[src/rtl/sdram_frame_writer.sv]
`default_nettype none
//==============================================================================
// Module : sdram_frame_writer
// Avalon-MM burst write master draining a show-ahead pixel FIFO into the SDRAM
// frame buffer. Define SDRAM_FRAME_WRITER_DOUBLE_BUFFER_EN to ping-pong frames.
// Rev    : 1.0  initial release
//==============================================================================
module sdram_frame_writer #(
    parameter int          SDRAM_DATA_WIDTH = 64,
    parameter int          BURST_LEN        = 16,
    parameter logic [26:0] BASE_ADDR        = 27'h400_0000,
    parameter logic [31:0] FRAME_WORDS      = 32'hFD200,
    parameter int          USEDW_WIDTH      = 9
) (
    input  logic                          sdram_clk,
    input  logic                          rst,
    input  logic                          enable_i,
    input  logic [SDRAM_DATA_WIDTH-1:0]   src_q_i,
    input  logic [USEDW_WIDTH-1:0]        src_usedw_i,
    output logic                          src_rdreq_o,
    output logic [26:0]                   sdram_address_o,
    output logic [7:0]                    sdram_burstcount_o,
    output logic [SDRAM_DATA_WIDTH-1:0]   sdram_writedata_o,
    output logic [SDRAM_DATA_WIDTH/8-1:0] sdram_byteenable_o,
    output logic                          sdram_write_o,
    input  logic                          sdram_waitrequest_i,
    output logic                          frame_ready_o,
    output logic                          frame_done_o,
    output logic [15:0]                   frame_count_o,
    output logic                          last_buf_o
);

    localparam logic [31:0] c_BURST_LEN = 32'(BURST_LEN);

    typedef enum logic [0:0] {
        S_IDLE  = 1'b0,
        S_BURST = 1'b1
    } state_t;

    state_t      r_state;
    state_t      w_state_next;
    logic [26:0] r_address;
    logic [7:0]  r_burstcount;
    logic [7:0]  r_beats;
    logic [31:0] r_remaining;
    logic        r_frame_ready;
    logic        r_frame_done;
    logic [15:0] r_frame_count;
    logic [7:0]  w_blen;
    logic        w_start;
    logic        w_accept;
    logic        w_last_beat;
    logic        w_frame_end;

    assign w_blen      = (r_remaining < c_BURST_LEN) ? r_remaining[7:0] : c_BURST_LEN[7:0];
    assign w_start     = (r_state == S_IDLE) && enable_i &&
                         (32'(src_usedw_i) >= {24'd0, w_blen});
    assign w_accept    = (r_state == S_BURST) && !sdram_waitrequest_i;
    assign w_last_beat = w_accept && (r_beats == 8'd1);
    // The latched burst length equals blen for the burst in flight.
    assign w_frame_end = w_last_beat && (r_remaining == {24'd0, r_burstcount});

    always_ff @(posedge sdram_clk) begin
        if (rst) r_state <= S_IDLE;
        else     r_state <= w_state_next;
    end

    always_comb begin
        w_state_next = r_state;
        case (r_state)
            S_IDLE:  if (w_start)     w_state_next = S_BURST;
            S_BURST: if (w_last_beat) w_state_next = S_IDLE;
            default:                  w_state_next = S_IDLE;
        endcase
    end

`ifdef SDRAM_FRAME_WRITER_DOUBLE_BUFFER_EN
    localparam logic [26:0] c_BUF1_ADDR = BASE_ADDR + FRAME_WORDS[26:0];
    logic r_cur_buf;
    logic r_last_buf;
`endif

    always_ff @(posedge sdram_clk) begin
        if (rst) begin
            r_address     <= BASE_ADDR;
            r_burstcount  <= 8'd0;
            r_beats       <= 8'd0;
            r_remaining   <= FRAME_WORDS;
            r_frame_ready <= 1'b0;
            r_frame_done  <= 1'b0;
            r_frame_count <= 16'd0;
`ifdef SDRAM_FRAME_WRITER_DOUBLE_BUFFER_EN
            r_cur_buf     <= 1'b0;
            r_last_buf    <= 1'b0;
`endif
        end else begin
            r_frame_done <= 1'b0;
            if (w_start) begin
                r_burstcount <= w_blen;
                r_beats      <= w_blen;
            end
            if (w_accept) r_beats <= r_beats - 8'd1;
            if (w_frame_end) begin
                r_frame_done  <= 1'b1;
                r_frame_ready <= 1'b1;
                r_frame_count <= r_frame_count + 16'd1;
                r_remaining   <= FRAME_WORDS;
`ifdef SDRAM_FRAME_WRITER_DOUBLE_BUFFER_EN
                r_address     <= r_cur_buf ? BASE_ADDR : c_BUF1_ADDR;
                r_last_buf    <= r_cur_buf;
                r_cur_buf     <= ~r_cur_buf;
`else
                r_address     <= BASE_ADDR;
`endif
            end else if (w_last_beat) begin
                r_address   <= r_address + {19'd0, r_burstcount};
                r_remaining <= r_remaining - {24'd0, r_burstcount};
            end
        end
    end

    assign src_rdreq_o        = w_accept;
    assign sdram_address_o    = r_address;
    assign sdram_burstcount_o = r_burstcount;
    assign sdram_writedata_o  = src_q_i;
    assign sdram_byteenable_o = '1;
    assign sdram_write_o      = (r_state == S_BURST);
    assign frame_ready_o      = r_frame_ready;
    assign frame_done_o       = r_frame_done;
    assign frame_count_o      = r_frame_count;
`ifdef SDRAM_FRAME_WRITER_DOUBLE_BUFFER_EN
    assign last_buf_o         = r_last_buf;
`else
    assign last_buf_o         = 1'b0;
`endif

endmodule
`default_nettype wire
[config.mk]
export PLATFORM = sky130hd
export DESIGN_NAME = sdram_frame_writer
export DESIGN_NICKNAME = d
export VERILOG_FILES = /design/src/rtl/sdram_frame_writer.sv
export SDC_FILE = /design/constraint.sdc
export NUM_CORES = 1
export LEC_CHECK = 0
export BUFFER_PORTS_ARGS = -buffer_cell sky130_fd_sc_hd__buf_2
export CELL_PAD_IN_SITES_DETAIL_PLACEMENT = 1
export CELL_PAD_IN_SITES_GLOBAL_PLACEMENT = 2
export CORE_MARGIN = 2
export CORE_UTILIZATION = 28
export DETAILED_ROUTE_END_ITERATION = 7
export PLACE_DENSITY_LB_ADDON = 0.1
export SYNTH_ARGS = -nofsm -noshare
export SYNTH_HDL_FRONTEND = slang
export SYNTH_SLANG_ARGS = --single-unit
export TNS_END_PERCENT = 20
[constraint.sdc]
create_clock -name sdram_clk -period 4.2 [get_ports sdram_clk]
set_input_delay 0.84 -clock sdram_clk [delete_from_list [all_inputs] [get_ports sdram_clk]]
set_output_delay 0.84 -clock sdram_clk [all_outputs]
set_load 0.1 [all_outputs]
== Word level (Yosys, flattened, before mapping) ==
Cells that the tools add are included.

* Register bits: 94
* Bits in latches: 0
* Bits in writable memories: 0
* Bits in read-only memories: 0
* Output and inout bits: 128
* Memories: 0

* Add/sub/neg operators: 4
* Multiply operators: 0
* Div/mod/pow operators: 0
* $lt $le $gt $ge: 2
* Equal/unequal tests: 2
* Shifts and indexed selects: 0
* Mux-type cells: 7
* Bitwise operators: 1
* Reduce and logical (&&, ||, !) cells: 8

{| class="wikitable"
|+ Operators by type and width
! operator !! number
|-
| $eq A32 B8 Y1 || 1
|-
| $lt A32 B5 Y1 const B || 1
|-
| $sub A32 B8 Y32 || 1
|-
| $add A27 B8 Y27 || 1
|-
| $mux W8 || 3
|-
| $add A16 B1 Y16 const B || 1
|-
| $ge A9 B8 Y1 || 1
|-
| $eq A8 B1 Y1 const B || 1
|-
| $sub A8 B1 Y8 const B || 1
|-
| $logic_and A1 B1 Y1 || 5
|-
| $mux W1 || 3
|-
| $pmux W1 S2 || 1
|-
| $reduce_bool A2 Y1 || 1
|-
| $reduce_or A2 Y1 || 1
|-
| $logic_not A1 Y1 || 1
|-
| $not A1 Y1 || 1
|}

== Depth between registers and ports, before layout ==
* Depth in word-level cells: 6
* Mapped depth: 13
* Mapped depth without buffers: 11

== Worst setup path before layout ==
Ideal clock, no wire load.

* Kind: register to register
* Start point: register r_burstcount[1] (netlist: sdram_burstcount_o[1])
* End point: register r_remaining[25]
* Setup time: 0.070 ns
* Arrival: 3.436 ns
* Required time: 4.130 ns
* Setup slack: 0.693 ns
* Cell stages (with the launch flop): 10
* Path buffers: 1
* Clock period less this slack: 3.507 ns
* Path through: dfxtp_1 -> inv_1 -> ha_1 -> nor2b_1 -> o31ai_1 -> o21ai_0 -> or4_1 -> buf_2 -> or4_1 -> a21oi_1

* Cells in the longest elaborated chain, start to end: 3
* Elaborated cells between the ends (all ways): 4
* Those cells by class: add/sub: 1; eq/ne: 1; reduce/logical: 2

{| class="wikitable"
|+ Ends and longest elaborated chain
! what !! RTL line !! text
|-
| start: declaration || 43 || <nowiki>logic [7:0] r_burstcount;</nowiki>
|-
| start signal: assignment || 99 || <nowiki>r_burstcount <= w_blen;</nowiki>
|-
| parallel branches: the longest is 3 deep, another holds $sub A32 B8 Y32 || -- ||
|-
| end signal: assignment || 117 || <nowiki>r_remaining <= r_remaining - {24'd0, r_burstcount};</nowiki>
|-
| end: declaration || 45 || <nowiki>logic [31:0] r_remaining;</nowiki>
|}

Parallel ways; which one is timed is not known.
A chain may end at the register's enable or synchronous reset.

== Worst setup path in the final report ==
* Start point: register r_remaining[24]
* End point: register r_beats[3]

* Cells in the longest elaborated chain, start to end: 5
* Elaborated cells between the ends (all ways): 7
* Those cells by class: order compare: 2; mux: 3; reduce/logical: 2

{| class="wikitable"
|+ Ends and longest elaborated chain
! what !! RTL line !! text
|-
| $lt A32 B5 Y1 * || 55 || <nowiki>assign w_blen = (r_remaining < c_BURST_LEN) ? r_remaining[7:0] : c_BURST_LEN[7:0];</nowiki>
|-
| $mux W8 * || 55 ||
|-
| $ge A9 B8 Y1 || 57 || <nowiki>(32'(src_usedw_i) >= {24'd0, w_blen});</nowiki>
|-
| $logic_and A1 B1 Y1 || 56 || <nowiki>assign w_start = (r_state == S_IDLE) && enable_i &&</nowiki>
|-
| $reduce_bool A2 Y1 (no source line) || -- ||
|-
| end signal: assignment || 100 || <nowiki>r_beats <= w_blen;</nowiki>
|-
| end signal: assignment || 102 || <nowiki>if (w_accept) r_beats <= r_beats - 8'd1;</nowiki>
|-
| end: declaration || 44 || <nowiki>logic [7:0] r_beats;</nowiki>
|}

Mark *: on every way between the ends. The rest lies on a longest branch, timed or not. The select of a mux whose other input is x is not followed.

==> summary.md <==
| Metric | Value |
|---|---|
| Post-detail-place hpwl | `11.4 mm` |
| EDFF count, synth | `0` |
| Outcome | `completed` |
| Hold path depth | `2` |
| Residual DRC | `0` |
| Post-cts resize count | `0` |
| Routed vias/inst | `4.92` |
| CP Launch Point | `r_remaining[24]` |
| Vias | `4,664` |
| Clk pin slew, worst setup/hold paths | `0.07 ns` |
| Crit Path Max Fanout | `21` |
| Die Y-Extent | `145 um` |
| Placed cells | `933` |
| Filler cells | `2,406` |
| Minimum clock period | `3.47 ns` |
| Hold Slack | `0.464 ns` |
| Fin. Hold Viols | `0` |
| CTS Buf Count | `9` |
| Total congestion overflow | `0` |
| Final setup vio count | `0` |
| Fin Clk Skew | `0.0108 ns` |
| Gpl congestion | `0.759` |
| Placed Area | `5720 sq um` |
| Drt wl/cell | `16.3 um` |
| Gate Count Post-Synth | `679` |
| #FFs+latches synth | `94` |
| Postcts setup bufs | `0` |
| Total track usage | `0.150` |
| Post-synth ARST share | `0` |
| Drt pass-1 iters | `4` |
| Maximum vdd drop | `0.192 mV` |
| Setup WS pre-CTS | `0.734 ns` |
| Fraction of layout cells with a size suffix above 1 | `0.151` |
| Yosys top cell area share | `0.337` |
| Period Utilization, post-route | `0.827` |
| Synth Flop Type | `dfxtp_1` |
| R2R depth | `13` |
| Data arrival time of the worst path | `3.75 ns` |
| Hold Path Class | `reg2reg` |
| Unrepaired setup endpoints after global routing | `false` |
| Final setup margin | `0.728 ns` |
| Synth Warn # | `0` |
| Syn-to-layout area delta | `7.80%` |
| Top cells by area, synth | `dfxtp_1 (34%), buf_4 (9.8%), ha_1 (6.1%)` |
| Largest net degree at the start of global routing | `45` |
| Register area share after synthesis | `0.337` |
| Global-route wire length before repair | `25.7 mm` |
| Ports | `205` |
| Pwr/cell area | `322 nW/um^2` |
| Setup TNS | `0 ns` |
| CP Class | `reg2reg` |
| Slew @ Worst Pin | `0.846 ns` |
| Row cnt | `51` |
| Initial core utilization | `0.286` |
| Fin cells | `948` |
| Pins Over Slew Limit | `0` |
| Routed Antenna Nets | `0` |
| Clock sink total | `94` |
| Fin nets | `785` |
| Antenna cells | `0` |
| Count leader, synth | `dfxtp_1` |
| Synthesized area | `5580 sq um` |
| IO buf count | `67` |
| Iter 0 DRT Violations | `131` |
| Leak | `0.00230 uW` |
| Core region area | `19,500 sq um` |
| Max Clk Rate | `288 MHz` |
| CTS tree | `built` |
| H-tree depth | `3` |
| Critical Path End Type | `flop` |
| Synth area leader | `dfxtp_1` |
| Worst path required time | `4.48 ns` |
| Startpoint types | `flop` |
| Root Driver | `clkbuf_16` |
| DIE WIDTH | `145 um` |
| Max transition margin | `0.429` |
| Worst reg2reg startpoint | `r_remaining[24]` |
| Maximum root-to-sink buffer count | `2` |
| Worst-Skew Late Latency | `0.35 ns` |
| Avg Cell Area, Syn | `8.22 sq um` |
| Max Cap Viol | `0` |
| Final Cell Area | `6010 sq um` |
| Post-Route WL | `15.5 mm` |
| Vias in the first global route | `4,840` |
| Full die area | `21,100 sq um` |
| Top post-synthesis cells by count | `dfxtp_1 (94), buf_4 (73), nor2_1 (70)` |
| CTS Hold Bufs | `0` |
| Hold Startpoint | `frame_ready_o` |
| Library cells used by synthesis | `50` |
| Antenna violations before repair | `0` |
==> cell families (layout without fill, tap and decap cells) <==
logic type | after synthesis | in the layout | share of synthesized area
flip-flops | 94 | 94 | 0.337
other | 2 | 12 | 0.00135
AO/OA/AOI/OAI | 115 | 115 | 0.128
multiplexers | 5 | 5 | 0.00942
XOR/XNOR | 47 | 47 | 0.0738
AND/OR/NAND/NOR | 270 | 270 | 0.254
buffers and inverters | 117 | 111 | 0.128
adder cells (fa/ha/maj) | 29 | 29 | 0.0677
==> cells in the final DEF, fill, tap and decap left out, drive strengths merged, types with 11 or more instances in the layout <==
cell / n
and3: 12
or4: 11
xor2: 24
conb: 12
inv: 22
xnor2: 23
o21ai: 19
nor2: 70
nor3: 19
a21oi: 43
nor4: 17
dfxtp: 94
nand2b: 13
buf: 76
or3: 14
nand3: 28
nand4: 12
nand2: 47
ha: 27
==> power breakdown <==
group	switching, uW	internal [uW]
clock	377	478
sequential	11.4	899
combinational	126	44.0
total	514	1420
==> sequential cells by signal, summed over array words and instances (netlist names) <==
name / flops
r_beats: 8
r_remaining: 32
frame_ready_o: 1
frame_done_o: 1
sdram_address_o: 27
sdram_write_o: 1
frame_count_o: 16
sdram_burstcount_o: 8
==> per-stage QoR <==
step | utilization | total power (uW)
global placement | 0.293 | 1100
detailed placement | 0.293 | 1100
finish | 0.308 | 1930
global route | 0.308 | 2020
floorplan | - | 1350
CTS | 0.308 | 1970
==> final cells by class <==
type	instances	area [sq um]	area share
Clock buffer	10	239	0.0397
Multi-Input combinational cell	478	3030	0.503
Inverter	20	75.1	0.0125
Sequential cell	94	1880	0.313
Timing Repair Buffer	76	403	0.0670
Tap cell	265	332	0.0551
Clock inverter	5	57.6	0.00957
==> metal layers <==
| layer | up-vias | GRT usage | part of all wire |
|---|---|---|---|
| met3 | 20 | 0.0371 | 0.036 |
| met2 | 81 | 0.249 | 0.46 |
| met5 | - | 0 | 0 |
| met4 | 0 | 0.0407 | 0.011 |
| li1 | 2296 | - | - |
| met1 | 2267 | 0.194 | 0.49 |
==> worst max-delay path: stages (launching register included) <==
cell      delay (ns)
dfxtp_1         0.36
nor4_1          0.60
nand4b_1        0.32
nor3_1          0.25
buf_4           0.19
nand2_1         0.10
ha_1            0.29
a21oi_1         0.13
o21ai_0         0.10
a21oi_1         0.16
nor3b_2         0.06
buf_4           0.20
or3b_2          0.47
a31oi_1         0.17
==> worst paths after layout <==
kind                   end  slack, ns
max reg2reg     r_beats[3]       0.73
min          frame_ready_o       0.46
max             r_beats[3]       0.73
min reg2reg  frame_ready_o       0.46
Power figures use the tool's default switching activity.
